$ cat src/rtl/udp_rx_pkg.sv
// rtl/udp_rx_pkg.sv - Header offsets, protocol constants and FSM state type for the UDP receive dispatcher.
package udp_rx_pkg;

  localparam logic [5:0] OFF_ETYPE       = 6'd12;
  localparam logic [5:0] OFF_IPHDR_FIRST = 6'd14;
  localparam logic [5:0] OFF_PROTO       = 6'd23;
  localparam logic [5:0] OFF_SRCIP_LO    = 6'd29;
  localparam logic [5:0] OFF_IPHDR_LAST  = 6'd33;
  localparam logic [5:0] OFF_DPORT       = 6'd36;
  localparam logic [5:0] OFF_ULEN        = 6'd38;
  localparam logic [5:0] HDR_LEN         = 6'd42;

  localparam logic [15:0] ETYPE_IPV4 = 16'h0800;
  localparam logic [7:0]  PROTO_UDP  = 8'h11;
  localparam logic [15:0] UDP_HDR_LEN = 16'd8;

  typedef enum logic [1:0] {HDR, PAYLOAD, DROP} udp_rx_state_e;

  function automatic logic [15:0] sat_inc16(input logic [15:0] v);
    return (v == 16'hFFFF) ? v : v + 16'd1;
  endfunction

endpackage

$ cat src/rtl/ipv4_csum_acc.sv
// rtl/ipv4_csum_acc.sv - Byte-serial IPv4 header one's-complement accumulator.
// Only instantiated when UDP_RX_IPCSUM_EN is defined.
module ipv4_csum_acc (
  input  logic       clk_i,
  input  logic       rst_ni,
  input  logic       start_i,
  input  logic       byte_valid_i,
  input  logic [7:0] byte_i,
  output logic       sum_ok_o
);

  logic [15:0] sum_q, sum_d;
  logic [7:0]  hi_q, hi_d;
  logic        odd_q, odd_d;
  logic [16:0] add;

  // Bytes pair up big-endian; the carry out of each word add wraps back into bit 0.
  always_comb begin
    sum_d = sum_q;
    hi_d  = hi_q;
    odd_d = odd_q;
    add   = {1'b0, sum_q} + {1'b0, hi_q, byte_i};
    if (start_i) begin
      sum_d = '0;
      hi_d  = '0;
      odd_d = 1'b0;
    end else if (byte_valid_i) begin
      if (!odd_q) begin
        hi_d = byte_i;
      end else begin
        sum_d = add[15:0] + {15'd0, add[16]};
      end
      odd_d = !odd_q;
    end
  end

  always_ff @(posedge clk_i or negedge rst_ni) begin
    if (!rst_ni) begin
      sum_q <= '0;
      hi_q  <= '0;
      odd_q <= 1'b0;
    end else begin
      sum_q <= sum_d;
      hi_q  <= hi_d;
      odd_q <= odd_d;
    end
  end

  assign sum_ok_o = (sum_q == 16'hFFFF);

endmodule

$ cat src/rtl/udp_rx_port_dispatch.sv
// rtl/udp_rx_port_dispatch.sv - Strips Ethernet/IPv4/UDP headers and steers payloads to per-board data/direct streams.
// Define UDP_RX_IPCSUM_EN to also drop frames whose IPv4 header checksum is wrong.
module udp_rx_port_dispatch
  import udp_rx_pkg::*;
#(
  parameter int         BOARD_TOTAL   = 4,
  parameter logic [7:0] BOARD_IP_BASE = 8'd16
) (
  input  logic                          aclk,
  input  logic                          aresetn,
  input  logic [15:0]                   fpga_udp_data_port,
  input  logic [15:0]                   fpga_udp_dire_port,
  input  logic [7:0]                    rx_frame_8bit_tdata,
  input  logic                          rx_frame_8bit_tvalid,
  output logic                          rx_frame_8bit_tready,
  input  logic                          rx_frame_8bit_tlast,
  output logic [BOARD_TOTAL-1:0][7:0]   rx_udp_data_8bit_tdata,
  output logic [BOARD_TOTAL-1:0]        rx_udp_data_8bit_tvalid,
  input  logic [BOARD_TOTAL-1:0]        rx_udp_data_8bit_tready,
  output logic [BOARD_TOTAL-1:0]        rx_udp_data_8bit_tlast,
  output logic [BOARD_TOTAL-1:0][7:0]   rx_udp_dire_8bit_tdata,
  output logic [BOARD_TOTAL-1:0]        rx_udp_dire_8bit_tvalid,
  input  logic [BOARD_TOTAL-1:0]        rx_udp_dire_8bit_tready,
  output logic [BOARD_TOTAL-1:0]        rx_udp_dire_8bit_tlast,
  output logic [15:0]                   drop_cnt,
  output logic [15:0]                   short_cnt
);

  localparam int         BW            = (BOARD_TOTAL > 1) ? $clog2(BOARD_TOTAL) : 1;
  localparam logic [8:0] BOARD_TOTAL_L = 9'(BOARD_TOTAL);

  udp_rx_state_e   state_q, state_d;
  logic [5:0]      cnt_q, cnt_d;
  logic [15:0]     etype_q, etype_d;
  logic [7:0]      proto_q, proto_d;
  logic [7:0]      srcip_q, srcip_d;
  logic [15:0]     dport_q, dport_d;
  logic [15:0]     ulen_q, ulen_d;
  logic [15:0]     rem_q, rem_d;
  logic [BW-1:0]   board_q, board_d;
  logic            dire_q, dire_d;
  logic [15:0]     drop_q, drop_d;
  logic [15:0]     short_q, short_d;

  logic            rx_beat;
  logic            hdr_beat;
  logic            last_beat;
  logic [7:0]      board_diff;
  logic            board_ok;
  logic            is_data;
  logic            is_dire;
  logic            csum_ok;
  logic            checks_ok;
  logic            has_payload;

  assign rx_beat   = rx_frame_8bit_tvalid & rx_frame_8bit_tready;
  assign hdr_beat  = (state_q == HDR) & rx_beat;
  assign last_beat = (rem_q == 16'd1);

`ifdef UDP_RX_IPCSUM_EN
  ipv4_csum_acc u_csum (
    .clk_i        (aclk),
    .rst_ni       (aresetn),
    .start_i      (hdr_beat && (cnt_q == 6'd0)),
    .byte_valid_i (hdr_beat && (cnt_q >= OFF_IPHDR_FIRST) && (cnt_q <= OFF_IPHDR_LAST)),
    .byte_i       (rx_frame_8bit_tdata),
    .sum_ok_o     (csum_ok)
  );
`else
  assign csum_ok = 1'b1;
`endif

  // Board index wraps in 8 bits so addresses below the base land far out of range.
  assign board_diff  = srcip_q - BOARD_IP_BASE;
  assign board_ok    = {1'b0, board_diff} < BOARD_TOTAL_L;
  assign is_data     = (dport_q == fpga_udp_data_port);
  assign is_dire     = !is_data && (dport_q == fpga_udp_dire_port);
  assign has_payload = (ulen_q > UDP_HDR_LEN);
  assign checks_ok   = (etype_q == ETYPE_IPV4) && (proto_q == PROTO_UDP) && board_ok
                       && (is_data || is_dire) && csum_ok;

  // Payload is a zero-latency pass-through to exactly one selected master.
  always_comb begin
    rx_frame_8bit_tready    = 1'b1;
    rx_udp_data_8bit_tdata  = '0;
    rx_udp_data_8bit_tvalid = '0;
    rx_udp_data_8bit_tlast  = '0;
    rx_udp_dire_8bit_tdata  = '0;
    rx_udp_dire_8bit_tvalid = '0;
    rx_udp_dire_8bit_tlast  = '0;
    if (state_q == PAYLOAD) begin
      if (dire_q) begin
        rx_frame_8bit_tready            = rx_udp_dire_8bit_tready[board_q];
        rx_udp_dire_8bit_tdata[board_q]  = rx_frame_8bit_tdata;
        rx_udp_dire_8bit_tvalid[board_q] = rx_frame_8bit_tvalid;
        rx_udp_dire_8bit_tlast[board_q]  = rx_frame_8bit_tlast | last_beat;
      end else begin
        rx_frame_8bit_tready            = rx_udp_data_8bit_tready[board_q];
        rx_udp_data_8bit_tdata[board_q]  = rx_frame_8bit_tdata;
        rx_udp_data_8bit_tvalid[board_q] = rx_frame_8bit_tvalid;
        rx_udp_data_8bit_tlast[board_q]  = rx_frame_8bit_tlast | last_beat;
      end
    end
  end

  always_comb begin
    state_d = state_q;
    cnt_d   = cnt_q;
    etype_d = etype_q;
    proto_d = proto_q;
    srcip_d = srcip_q;
    dport_d = dport_q;
    ulen_d  = ulen_q;
    rem_d   = rem_q;
    board_d = board_q;
    dire_d  = dire_q;
    drop_d  = drop_q;
    short_d = short_q;
    case (state_q)
      HDR: begin
        if (rx_beat) begin
          cnt_d = cnt_q + 6'd1;
          case (cnt_q)
            OFF_ETYPE:          etype_d[15:8] = rx_frame_8bit_tdata;
            OFF_ETYPE + 6'd1:   etype_d[7:0]  = rx_frame_8bit_tdata;
            OFF_PROTO:          proto_d       = rx_frame_8bit_tdata;
            OFF_SRCIP_LO:       srcip_d       = rx_frame_8bit_tdata;
            OFF_DPORT:          dport_d[15:8] = rx_frame_8bit_tdata;
            OFF_DPORT + 6'd1:   dport_d[7:0]  = rx_frame_8bit_tdata;
            OFF_ULEN:           ulen_d[15:8]  = rx_frame_8bit_tdata;
            OFF_ULEN + 6'd1:    ulen_d[7:0]   = rx_frame_8bit_tdata;
            default: ;
          endcase
          if (cnt_q == HDR_LEN - 6'd1) begin
            cnt_d = '0;
            if (!checks_ok) begin
              drop_d  = sat_inc16(drop_q);
              state_d = rx_frame_8bit_tlast ? HDR : DROP;
            end else if (rx_frame_8bit_tlast) begin
              state_d = HDR;
            end else if (!has_payload) begin
              state_d = DROP;
            end else begin
              state_d = PAYLOAD;
              rem_d   = ulen_q - UDP_HDR_LEN;
              board_d = board_diff[BW-1:0];
              dire_d  = !is_data;
            end
          end else if (rx_frame_8bit_tlast) begin
            cnt_d  = '0;
            drop_d = sat_inc16(drop_q);
          end
        end
      end
      PAYLOAD: begin
        if (rx_beat) begin
          rem_d = rem_q - 16'd1;
          if (last_beat) begin
            state_d = rx_frame_8bit_tlast ? HDR : DROP;
          end else if (rx_frame_8bit_tlast) begin
            short_d = sat_inc16(short_q);
            state_d = HDR;
          end
        end
      end
      DROP: begin
        if (rx_beat && rx_frame_8bit_tlast) begin
          state_d = HDR;
        end
      end
      default: state_d = HDR;
    endcase
  end

  always_ff @(posedge aclk or negedge aresetn) begin
    if (!aresetn) begin
      state_q <= HDR;
      cnt_q   <= '0;
      etype_q <= '0;
      proto_q <= '0;
      srcip_q <= '0;
      dport_q <= '0;
      ulen_q  <= '0;
      rem_q   <= '0;
      board_q <= '0;
      dire_q  <= 1'b0;
      drop_q  <= '0;
      short_q <= '0;
    end else begin
      state_q <= state_d;
      cnt_q   <= cnt_d;
      etype_q <= etype_d;
      proto_q <= proto_d;
      srcip_q <= srcip_d;
      dport_q <= dport_d;
      ulen_q  <= ulen_d;
      rem_q   <= rem_d;
      board_q <= board_d;
      dire_q  <= dire_d;
      drop_q  <= drop_d;
      short_q <= short_d;
    end
  end

  assign drop_cnt  = drop_q;
  assign short_cnt = short_q;

endmodule
$ cat config.mk
export PLATFORM = sky130hd
export DESIGN_NAME = udp_rx_port_dispatch
export DESIGN_NICKNAME = d
export VERILOG_FILES = /design/src/rtl/udp_rx_pkg.sv /design/src/rtl/ipv4_csum_acc.sv /design/src/rtl/udp_rx_port_dispatch.sv
export SDC_FILE = /design/constraint.sdc
export NUM_CORES = 1
export LEC_CHECK = 0
export ABC_AREA = 1
export CORE_MARGIN = 1.5
export CORE_UTILIZATION = 50
export DETAILED_ROUTE_END_ITERATION = 10
export PLACE_DENSITY = 0.79
export SYNTH_ARGS = -nofsm -noshare
export SYNTH_HDL_FRONTEND = slang
export SYNTH_SLANG_ARGS = --single-unit
$ cat constraint.sdc
create_clock -name aclk -period 1.95 [get_ports aclk]
set_input_delay 0.2925 -clock aclk [delete_from_list [all_inputs] [get_ports aclk]]
set_output_delay 0.2925 -clock aclk [all_outputs]
set_load 0.02 [all_outputs]
# Yosys cells after proc, flatten, opt, wreduce, memory -nomap -nowiden
# Cells that the tools add are included.
[totals]
reg_bits = 123
output_inout_bits = 113
word_cells = 131
[classes]
magnitude_cmp = 4
mux = 46
n_bitwise = 8
addsub = 6
reduce_logical = 25
eq_ne = 27
[op_table]
columns = ["cell", "count"]
rows = [
  ["16-bit two-way mux", 10],
  ["32-bit two-way mux", 4],
  ["16-bit by 1-bit adder with 16-bit output (second input constant)", 2],
  ["32-bit AND", 1],
  ["16-bit == test", 2],
  ["16-bit == test (second input constant)", 2],
  ["4-bit two-way mux", 8],
  ["16-bit case mux with 2 select lines", 1],
  ["6-bit == test (second input constant)", 5],
  ["3-bit AND reduction", 8],
  ["2-bit two-way mux", 10],
  ["8-bit demux with 2-bit select", 1],
  ["16-bit by 1-bit == test with 1-bit output (second input constant)", 1],
  ["16-bit by 12-bit == test with 1-bit output (second input constant)", 1],
  ["16-bit by 4-bit greater-than comparator with 1-bit output (second input constant)", 1],
  ["16-bit by 1-bit subtractor with 16-bit output (second input constant)", 1],
  ["16-bit by 4-bit subtractor with 16-bit output (second input constant)", 1],
  ["2-bit inequality test (second input constant)", 7],
  ["6-bit by 4-bit == test with 1-bit output (second input constant)", 2],
  ["6-bit by 5-bit == test with 1-bit output (second input constant)", 2],
  ["6-bit two-way mux", 2],
  ["5-bit AND reduction", 2],
  ["4-bit AND", 2],
  ["8-bit by 5-bit == test with 1-bit output (second input constant)", 1],
  ["26 further kinds", 39],
]

# Longest topological paths before layout
[depth]
ltp_word = 9
depth_mapped = 14

# Worst setup path before layout
# Ideal clock, no wire load.
[synth_timing]
kind = "register -> register"
startpoint = "reg short_q[0] (netlist: short_cnt[0])"
endpoint = "reg short_q[6] (netlist: short_cnt[6])"
t_arrival_ns = 1.738
setup_slack_ns = 0.089
n_path_buf = 1
period_less_slack_ns = 1.861
setup_ns = 0.123
stages_incl_launch_ff = 12
cell_sequence = "dfrtp_1 > ha_1 > nand2_1 > nor2_1 > nand3_1 > nor2_1 > nand3_1 > nand4_1 > buf_2 > nor2_1 > nand2_1 > nand2_1"
[synth_between]
elab_chain_len = 3
word_cells_on_any_way = 4
cone_classes = "1 x add/sub; 1 x eq/ne; 1 x bitwise; 1 x reduce/logical"
[synth_lines]
columns = ["element", "line", "text"]
rows = [
  ["start: declaration", "udp_rx_port_dispatch.sv:43", "logic [15:0] short_q, short_d;"],
  ["start signal: assignment", "udp_rx_port_dispatch.sv:201", "short_q <= short_d;"],
  ["branches (longest 3 deep; another with 16-bit by 1-bit adder with 16-bit output)", "n/a", ""],
]
# Parallel ways; which one is timed is not known.
# A chain may end at the register's enable or synchronous reset.

# Worst setup path in the final report
[layout_timing]
startpoint = "reg rem_q[1]"
endpoint = "out rx_udp_data_8bit_tlast[2]"
[layout_between]
elab_chain_len = 5
[layout_lines]
columns = ["element", "line", "text"]
rows = [
  ["start: declaration", "udp_rx_port_dispatch.sv:39", "logic [15:0] rem_q, rem_d;"],
  ["start signal: assignment", "udp_rx_port_dispatch.sv:197", "rem_q <= rem_d;"],
  ["16-bit by 1-bit == test with 1-bit output", "udp_rx_port_dispatch.sv:58", "assign last_beat = (rem_q == 16'd1);"],
  ["1-bit OR", "udp_rx_port_dispatch.sv:101", "rx_udp_data_8bit_tlast[board_q] = rx_frame_8bit_tlast | last_beat;"],
  ["4-bit AND (no line)", "n/a", ""],
  ["4-bit two-way mux", "udp_rx_port_dispatch.sv:92", "if (dire_q) begin"],
  ["4-bit two-way mux", "udp_rx_port_dispatch.sv:91", "if (state_q == PAYLOAD) begin"],
  ["end: declaration", "udp_rx_port_dispatch.sv:20", "output logic [BOARD_TOTAL-1:0] rx_udp_data_8bit_tlast,"],
]
# Every way passes these cells.

==> metrics <==
clock slew at reported path FFs 0.06 ns; Mean Syn Cell Area 6.652 um2; dpl hpwl 16.01 mm; Vert. Die Dim 127.0 um; #FFs+latches synth 123; Final Wtd Congestion 0.9064; Synth Area in XOR/XNOR 4.556%; sequence of cells on the critical path inv_2 -> ha_4 -> inv_2 -> nor3_4 -> nand3_2 -> nand2_4 -> nand2_4 -> nor2_1 -> buf_4; Final ANT Viol Nets 0; number of I/O port buffers 164; Top FF cell, synth dfrtp_1; nets@finish 1500; GRT Overall Usage 28.72%; slowest CP cell dfrtp_1; crit path time final 2.219 ns; Fillers 1029; post-route clock period utilization 113.8%; setup TNS -5.003 ns; Sequential Area 3080 um2; CTS Root Cell clkbuf_16; antenna cells 0; Layout area overhead 50.85%; Non-Filler Instances 1637; core box area 15090 um2; Via density 5.415; worst slew pin tran 0.4383 ns; CTS buffer count 17; full die area 16130 um2; total grt overflow 0; multiplexer area fraction after synthesis 0%; wl on met1 10.23 mm; CTS tree yes; cell area after placement 10200 um2; clk sinks 123; Routed WL per cell 15.89 um; Max Cap Viol 0; number of enable flip-flop cells after synthesis 0; yosys warns 0; internal power 6.352 mW; row cnt 45; register area share after synthesis 40.03%; Placed Cells 1571; die width 127.0 um; Comb pwr share 36.4%; Pleak 5.431 nW; Routed WL 26.01 mm; Worst Path Arrival 1.93 ns; Met3 Wirelength 1.939 mm; Hold Fails Final Rpt 0; Async SR Flop Fraction 100.0%; Final Instance Area 11600 um2; routed via count 8864; VDD IR max 0.6188 mV; power consumption 9.764 mW; worst-path maximum fanout 4; largest net degree at the start of global routing 43; cell area after synthesis 7690 um2; clock power share 30.9%; Seq pwr share 32.7%; Synth Area in Adders 1.464%; post-synthesis cell type count 39; slowest cell delay on critical path 0.40 ns; Max Used Layer met4; largest family of logic cells by synthesized area simple AND/OR/NAND/NOR gates; Hold WC Path Type primary input to asynchronous set/reset pin; post-synthesis simple-gate area fraction 35.63%; Final Max Tran Viols 0; Psw 3.412 mW; 1st-pass router iterations 9; multi-input logic area 4558 um2; Slew HR 70.78%; Clk Latency, worst-skew pair 0.43 ns; global-route wire length before repair 37.21 mm; failing checks setup timing; Layout Skew 0.01021 ns; effective utilization at floorplan 50.96%; initial antenna violation count 0; Critical Path RT 1.66 ns; Setup CP Type flop to output pin; fin worst setup slack -0.2690 ns; crit path launch type flop; post-synthesis compound-gate area fraction 9.079%; RSZ-0062 raised after global routing yes; DRC errors left 0; I/O Pins 165; Post-Syn Instances 1156; DR iter-0 viols 991; CP Capture Type output pin; Net Count, Synth 1217; # H-tree levels 4; layout cells sized above 1 26.92%; final-report setup violation count 48; Power Dens Cells 841.7 nW/um2; CTS max path bufs 2; FMAX 450.7 MHz; run status complete, but fails checks; DR WL met2 13.01 mm; number of global-route vias before repair 8063; Sw Share 34.95%
==> cell type report <==
type | instances | share of cell area (%)
Clock buffer | 20 | 3.851
Timing Repair Buffer | 294 | 22.49
Inverter | 150 | 4.919
Tap cell | 188 | 2.028
Clock inverter | 9 | 0.8629
Multi-Input combinational cell | 853 | 39.29
Sequential cell | 123 | 26.56
==> synth_stat cells, types with 9 or more instances <==
library cell | n | area share, %
clkbuf_1 | 18 | 0.88
dfrtp_1 | 123 | 40
ha_1 | 9 | 1.5
inv_1 | 142 | 6.9
nand2_1 | 377 | 18
nand3_1 | 58 | 3.8
nand4_1 | 18 | 1.5
nor2_1 | 182 | 8.9
nor3_1 | 15 | 0.98
o21ai_0 | 85 | 5.5
o21ai_1 | 29 | 1.9
xnor2_1 | 18 | 2.1
xor2_1 | 22 | 2.5
==> power by group through the flow <==
stage | Combinational [mW] | Clock [mW] | Sequential (mW)
floorplan | 1.43 | 0 | 3.27
global placement | 2.62 | 0 | 3.15
detailed placement | 2.68 | 0 | 3.17
CTS | 2.89 | 3.01 | 3.15
global route | 3.86 | 3.15 | 3.23
finish | 3.56 | 3.01 | 3.19
==> path summary, 6_finish.rpt <==
check / start / depth (start not counted) / end / slack (ns)
max: rem_q[1] / 9 / rx_udp_data_8bit_tlast[2] / -0.27
min: aresetn / 2 / short_cnt[8] / 0.36
max reg2reg: board_q[0] / 14 / short_cnt[7] / -0.17
min reg2reg: proto_q[1] / 2 / proto_q[1] / 0.49
max in group asynchronous: aresetn / 3 / dport_q[14] / 1.01
min in group aclk: proto_q[1] / 2 / proto_q[1] / 0.49
==> metrics by stage <==
| stage | hold WS, ns | utilization [%] | setup slack, ns |
|---|---|---|---|
| finish | 0.3554 | 76.87 | -0.2690 |
| global route | 0.4120 | 76.87 | -0.3252 |
| floorplan | -0.003091 | - | 0.08946 |
| detailed placement | 0.2719 | 67.62 | -0.4017 |
| CTS | 0.3640 | 70.57 | -0.1655 |
| global placement | 0.2706 | 67.62 | -0.3727 |
==> placed cells by master, fill, tap and decap left out, drive strengths merged, types with 2 or more instances in the layout <==
cell	n
o21ai	114
clkinvlp	2
o22ai	3
clkinv	5
xor2	22
clkbuf	22
xnor2	18
a21oi	9
nand3	60
and3	3
inv	150
clkdlybuf4s50	82
a31oi	3
nand2	379
dfrtp	123
buf	209
nor3	16
nor2	185
ha	9
nor4	6
bufinv	2
nand4	20
==> flip-flops by register name, summed over array words and instances, names as in the netlist, 6 cells and up <==
signal     flops
short_cnt     16
srcip_q        8
cnt_q          6
proto_q        8
dport_q       16
etype_q       16
ulen_q        16
drop_cnt      16
rem_q         16
==> critical path: cells and delay by family, from the launching register on <==
kind / cells / cell delay (ns)
fa+ha+maj: 1 / 0.12
simple gates: 5 / 0.69
flops: 1 / 0.40
buf+inv: 3 / 0.28
==> layer usage <==
metal	vias to the layer above	GRT usage, %
met5	-	0
met1	4118	36.15
met3	90	5.528
met4	0	10.03
li1	4186	-
met2	470	49.65
==> logic make-up after synthesis <==
kind of cell,count (synthesis)
flip-flops,123
XOR/XNOR,40
AO/OA/AOI/OAI,133
adder cells (fa/ha/maj),9
buffers and inverters,181
AND/OR/NAND/NOR,670
==> what timing repair did <==
action                                 in CTS  in global routing
resized for setup                         374                226
hold buffers                                1                  0
buffers inserted                           12                 21
endpoints found under the hold margin      28                  0
gates cloned                                0                  6
pin swaps                                  13                 60
setup endpoints to repair                  85                115
Note: power is estimated with default switching activity, not from simulation.
